File: src/rtl/binary_tf_pkg.sv
// rtl/binary_tf_pkg.sv - shared sizes, vector types and sign helper for the binarized FFN down-projection
package binary_tf_pkg;
    localparam int D_IN    = 64;
    localparam int D_OUT   = 16;
    localparam int T_STEPS = 30;
    localparam int BANK_W  = 2;
    localparam int STEP_W  = 5;
    localparam int MISM_W  = 7;

    typedef logic [D_IN-1:0]   bvec_in_t;
    typedef logic [D_OUT-1:0]  bvec_out_t;
    typedef logic [MISM_W-1:0] mism_t;

    // Score D_IN - 2*mism is kept signed and wide enough that a tie (score 0) maps to 0.
    function automatic logic bin_sign(input mism_t mism);
        logic signed [MISM_W+1:0] score;
        score = $signed((MISM_W+2)'(D_IN)) - $signed({1'b0, mism, 1'b0});
        return !score[MISM_W+1] && (score != '0);
    endfunction
endpackage

File: src/rtl/popcount64.sv
// rtl/popcount64.sv - combinational adder-tree population count of a 64-bit word
module popcount64 (
    input  logic [63:0] in,
    output logic [6:0]  out
);
    logic [1:0] l1 [32];
    logic [2:0] l2 [16];
    logic [3:0] l3 [8];
    logic [4:0] l4 [4];
    logic [5:0] l5 [2];

    genvar i;
    for (i = 0; i < 32; i++) begin : g_l1
        assign l1[i] = {1'b0, in[2*i]} + {1'b0, in[2*i+1]};
    end
    for (i = 0; i < 16; i++) begin : g_l2
        assign l2[i] = {1'b0, l1[2*i]} + {1'b0, l1[2*i+1]};
    end
    for (i = 0; i < 8; i++) begin : g_l3
        assign l3[i] = {1'b0, l2[2*i]} + {1'b0, l2[2*i+1]};
    end
    for (i = 0; i < 4; i++) begin : g_l4
        assign l4[i] = {1'b0, l3[2*i]} + {1'b0, l3[2*i+1]};
    end
    for (i = 0; i < 2; i++) begin : g_l5
        assign l5[i] = {1'b0, l4[2*i]} + {1'b0, l4[2*i+1]};
    end

    assign out = {1'b0, l5[0]} + {1'b0, l5[1]};
endmodule

File: src/rtl/binary_intermediate_2.sv
// rtl/binary_intermediate_2.sv - XOR-popcount sign down-projection, 64-bit in to 16-bit out per time step
module binary_intermediate_2
    import binary_tf_pkg::*;
(
    input  logic                    clk,
    input  logic                    rst_n,
    input  logic                    start,
    input  logic [BANK_W-1:0]       block_sel,
    input  logic [D_IN-1:0]         in_data,
    input  logic                    in_valid,
    output logic                    in_ready,
    output logic                    w_en,
    output logic [BANK_W-1:0]       w_addr,
    input  logic [D_OUT*D_IN-1:0]   w_data,
    output logic [D_OUT-1:0]        out_data,
    output logic                    out_valid,
    input  logic                    out_ready,
    output logic [STEP_W-1:0]       out_step,
    output logic                    done
);
    localparam logic [STEP_W-1:0] STEP_LAST = STEP_W'(T_STEPS - 1);

    logic              s1_valid;
    bvec_in_t          s1_data;
    logic [STEP_W-1:0] step_cnt;
    logic              adv;
    logic              accept;
    bvec_out_t         result;
    mism_t             mism [D_OUT];

    assign adv      = !out_valid || out_ready;
    assign in_ready = rst_n && !start && (!s1_valid || adv);
    assign accept   = in_valid && in_ready;

    // The ROM is read only on accept, so its held output always belongs to the beat in S1.
    assign w_en     = accept;
    assign w_addr   = accept ? block_sel : '0;
    assign out_step = step_cnt;

    genvar k;
    for (k = 0; k < D_OUT; k++) begin : g_row
        popcount64 u_popcount (
            .in  (s1_data ^ w_data[k*D_IN +: D_IN]),
            .out (mism[k])
        );
        assign result[k] = bin_sign(mism[k]);
    end

    always_ff @(posedge clk or negedge rst_n) begin
        if (!rst_n) begin
            s1_valid  <= 1'b0;
            s1_data   <= '0;
            out_valid <= 1'b0;
            out_data  <= '0;
            step_cnt  <= '0;
            done      <= 1'b0;
        end else if (start) begin
            s1_valid  <= 1'b0;
            out_valid <= 1'b0;
            step_cnt  <= '0;
            done      <= 1'b0;
        end else begin
            if (accept) begin
                s1_valid <= 1'b1;
                s1_data  <= in_data;
            end else if (adv) begin
                s1_valid <= 1'b0;
            end

            if (adv) begin
                out_valid <= s1_valid;
                if (s1_valid) begin
                    out_data <= result;
                end
            end

            // The handshake carrying the last step sets done; later beats keep the saturated tag.
            if (out_valid && out_ready) begin
                if (step_cnt == STEP_LAST) begin
                    done <= 1'b1;
                end else begin
                    step_cnt <= step_cnt + 1'b1;
                end
            end
        end
    end
endmodule

File: config.mk
export PLATFORM = sky130hd
export DESIGN_NAME = binary_intermediate_2
export DESIGN_NICKNAME = d
export VERILOG_FILES = /design/src/rtl/binary_tf_pkg.sv /design/src/rtl/popcount64.sv /design/src/rtl/binary_intermediate_2.sv
export SDC_FILE = /design/constraint.sdc
export NUM_CORES = 2
export LEC_CHECK = 0
export BUFFER_PORTS_ARGS = -buffer_cell sky130_fd_sc_hd__buf_2
export CORE_AREA = 3 3 442 444
export DETAILED_ROUTE_END_ITERATION = 12
export DIE_AREA = 0 0 445 447
export PLACE_DENSITY_LB_ADDON = 0.2
export SLEW_MARGIN = 20
export SYNTH_ARGS = -nofsm -noshare
export SYNTH_HDL_FRONTEND = slang
export SYNTH_SLANG_ARGS = --single-unit
File: constraint.sdc
create_clock -name clk -period 11.55 [get_ports clk]
set_clock_uncertainty 0.2 [all_clocks]
set_input_delay 2.31 -clock clk [delete_from_list [all_inputs] [get_ports clk]]
set_output_delay 2.31 -clock clk [all_outputs]
set_load 0.01 [all_outputs]
==> qor.csv <==
stage,metric,value,unit
run_status,status,"complete, no violations",
clock_network,cts_tree,built,
clock_network,cts_max_path_buffers,2,
route,drt-total-wl,213,mm
timing,finalCriticalPeriod,8560,ps
yosys,syn_inst,3252,
grt,gr-usage-all-layers,0.211,
clock_network,cts_max_level,3,
placed_design,place_area,45300,um2
floorplanning,ioPinCount,1122,
worst_setup_path,crit_fanout,2,
layout,area_delta_synth_final,24.5,%
grt,grt_pass1_vias,29971,
clock_network,cts_root_buf,clkbuf_16,
timing,hold_viol_final,0,
floorplanning,fp.dieW,445,um
worst_setup_path,cp-start-kind,input port,
worst_setup_path,required,11770,ps
layout,multiInputGateArea,31400,um2
clock_network,cts_resized,0,
grt,grt_max_degree,40,
route,detail-route-antenna-nets,0,
grt,grt_pass1_wl,275,mm
yosys,synth_flop_cell,dfrtp_1,
placed_design,gp_congestion,0.931,
layout,n_fill_cell,21069,
grt,grt_antenna_before_repair,130,
timing,finalSetupTns,0,ps
yosys,synth.avg_cell_area,11.3,um2
route,routedWlPerCell,30.9,um
route,viasPerCell,3.96,
yosys,synthArstFlopShare,1.00,
placed_design,place_inst,6825,
layout,register_area,2220,um2
clock_network,cts_made_buffers,9,
timing,rsz0062_at_grt,false,
run,drv_cap,0,
floorplanning,die_area,199000,um2
yosys,ys_ff_latch,88,
worst_setup_path,crit_path_end_kind,flip-flop,
floorplanning,rows,161,
timing,min_period_over_period,0.741,
layout,final_cell_area,45700,um2
floorplanning,start_util,0.191,
floorplanning,coreArea,192000,um2
timing,fmax,0.117,GHz
layout,final_util,0.238,
timing,slew_headroom,0.270,
placed_design,port_buffers,1121,
clock_network,insertion_delay,460,ps
worst_setup_path,arrival,8770,ps
clock_network,cts_setup_buffers,0,
timing,setup-violations-final,0,
route,routed-via-count,27277,
timing,slew_viol_final,0,
layout,layout.cells.non_filler,6891,
clock_network,cts_hold_buf,0,
route,drtPass1Iterations,5,
yosys,ys_warn_count,0,
min_path,min_path_type,flip-flop to flip-flop,
worst_setup_path,worstSetupPathType,input port to flip-flop,
layout,nets,6511,
yosys,syn_area,36800,um2
route,drc_errors,0,
layout,drive_gt1_frac,0.299,
yosys,yosysUniqueCellTypes,44,
yosys,yosysSeqAreaShare,0.0599,
placed_design,hpwl,192,mm
grt,grt-ovfl-total,0,
yosys,synth-edff-count,0,
route,drtIter0Drc,1877,
clock_network,cts_sinks,88,
yosys,syn_nets,5453,
clock_network,clkTransAtPathRegs,120,ps
floorplanning,die_height,447,um
timing,tightest_slew,1100,ps
==> path summary, 6_finish.rpt <==
check	startpoint	end	slack (ps)	depth (start not counted)
worst min-delay path	out_data[4]$_DFFE_PN0P_	out_data[4]$_DFFE_PN0P_	300	1
worst max register to register	s1_data[61]$_DFFE_PN0P_	out_data[3]$_DFFE_PN0P_	3820	19
worst max-delay path	w_data[747]	out_data[11]$_DFFE_PN0P_	2990	20
worst min register to register	out_data[4]$_DFFE_PN0P_	out_data[4]$_DFFE_PN0P_	300	1
max in group asynchronous	rst_n	s1_data[49]$_DFFE_PN0P_	7780	3
min in group asynchronous	rst_n	out_data[3]$_DFFE_PN0P_	1550	1
==> sequential cells by signal, indices dropped and copies added (netlist names) <==
| register | flops |
|---|---|
| out_valid | 1 |
| out_step | 5 |
| done | 1 |
| out_data | 16 |
| s1_valid | 1 |
| s1_data | 64 |
==> metal layers <==
metal | track usage | wire [um] | up-vias | share of wire
met1 | 0.285 | 94600 | 14494 | 0.44
met5 | 0 | 111 | - | 0.00052
met2 | 0.350 | 103000 | 921 | 0.48
met3 | 0.0376 | 10700 | 226 | 0.050
li1 | - | - | 11618 | -
met4 | 0.0459 | 4480 | 18 | 0.021
==> layout by cell type (no fill, tap or decap), drive strengths merged, types with 4 or more instances in the layout <==
master | Yosys | layout
and2 | 4 | 4
fa | 864 | 864
o211ai | 5 | 5
nand3 | 13 | 13
o41ai | 6 | 6
diode | 0 | 50
nor2 | 19 | 19
buf | 74 | 1186
mux2 | 64 | 64
nor3b | 6 | 6
o22a | 10 | 10
nand4b | 4 | 4
o31ai | 5 | 5
xnor2 | 447 | 447
nand4 | 9 | 9
a2111oi | 10 | 10
a32o | 5 | 5
a21oi | 29 | 29
ha | 242 | 242
dfrtp | 88 | 88
clkbuf | 65 | 9
xor2 | 581 | 581
mux2i | 4 | 4
nand2b | 4 | 4
o21ai | 10 | 10
inv | 663 | 667
==> cells by family (layout without fill, tap and decap cells) <==
kind of cell,after synthesis,after routing,share of synthesized area
AOI/OAI and AO/OA,87,87,0.0180
xor gates and xnor gates,1028,1028,0.245
adders and majority gates,1106,1106,0.553
buffers and inverters,802,1865,0.0870
DFF,88,88,0.0599
muxes,68,68,0.0248
other,0,50,0
and+or+nand+nor,73,73,0.0123
==> worst max-delay path, cell delays in order <==
cell and delay (ps):
buf_2 100, xnor2_1 330, fa_1 490, inv_1 210
fa_1 520, inv_1 100, fa_1 490, fa_1 570
inv_1 60, fa_1 490, fa_1 610, inv_1 80
fa_1 450, fa_1 570, inv_1 60, ha_1 290
a21oi_1 260, o21ai_0 140, a2111oi_0 440, o22a_1 200
==> through the flow <==
stage / setup slack, ps / hold WS (ps)
floorplan: 3170 / 307
global placement: 2560 / 264
detailed placement: 2590 / 277
CTS: 3120 / 303
global route: 2840 / 322
finish: 2990 / 300
==> cell type report <==
class / count / share of cell area
multi-input cells: 2362 / 0.686
well taps: 2526 / 0.0691
inverters: 663 / 0.0544
clock buffers: 9 / 0.00492
repair buffers: 1186 / 0.133
clock inverters: 7 / 0.00131
diodes: 50 / 0.00274
flip-flops and latches: 88 / 0.0485
==> cells in the mapped netlist, drive strengths merged, types with 5 or more instances <==
library cell,count,area share
nor3b,6,0.0012
buf,74,0.013
nor2,19,0.0019
nand4,9,0.0015
nand3,13,0.0018
a2111oi,10,0.0036
xnor2,447,0.11
inv,663,0.068
dfrtp,88,0.060
xor2,581,0.14
a21oi,29,0.0043
ha,242,0.082
o211ai,5,0.0010
fa,864,0.47
o41ai,6,0.0014
o21ai,10,0.0014
o31ai,5,0.0010
mux2,64,0.024
a32o,5,0.0014
clkbuf,65,0.0066
o22a,10,0.0024
Power is not shown: default switching activity piles up to over one toggle a cycle in this logic, so the estimate is an artifact.
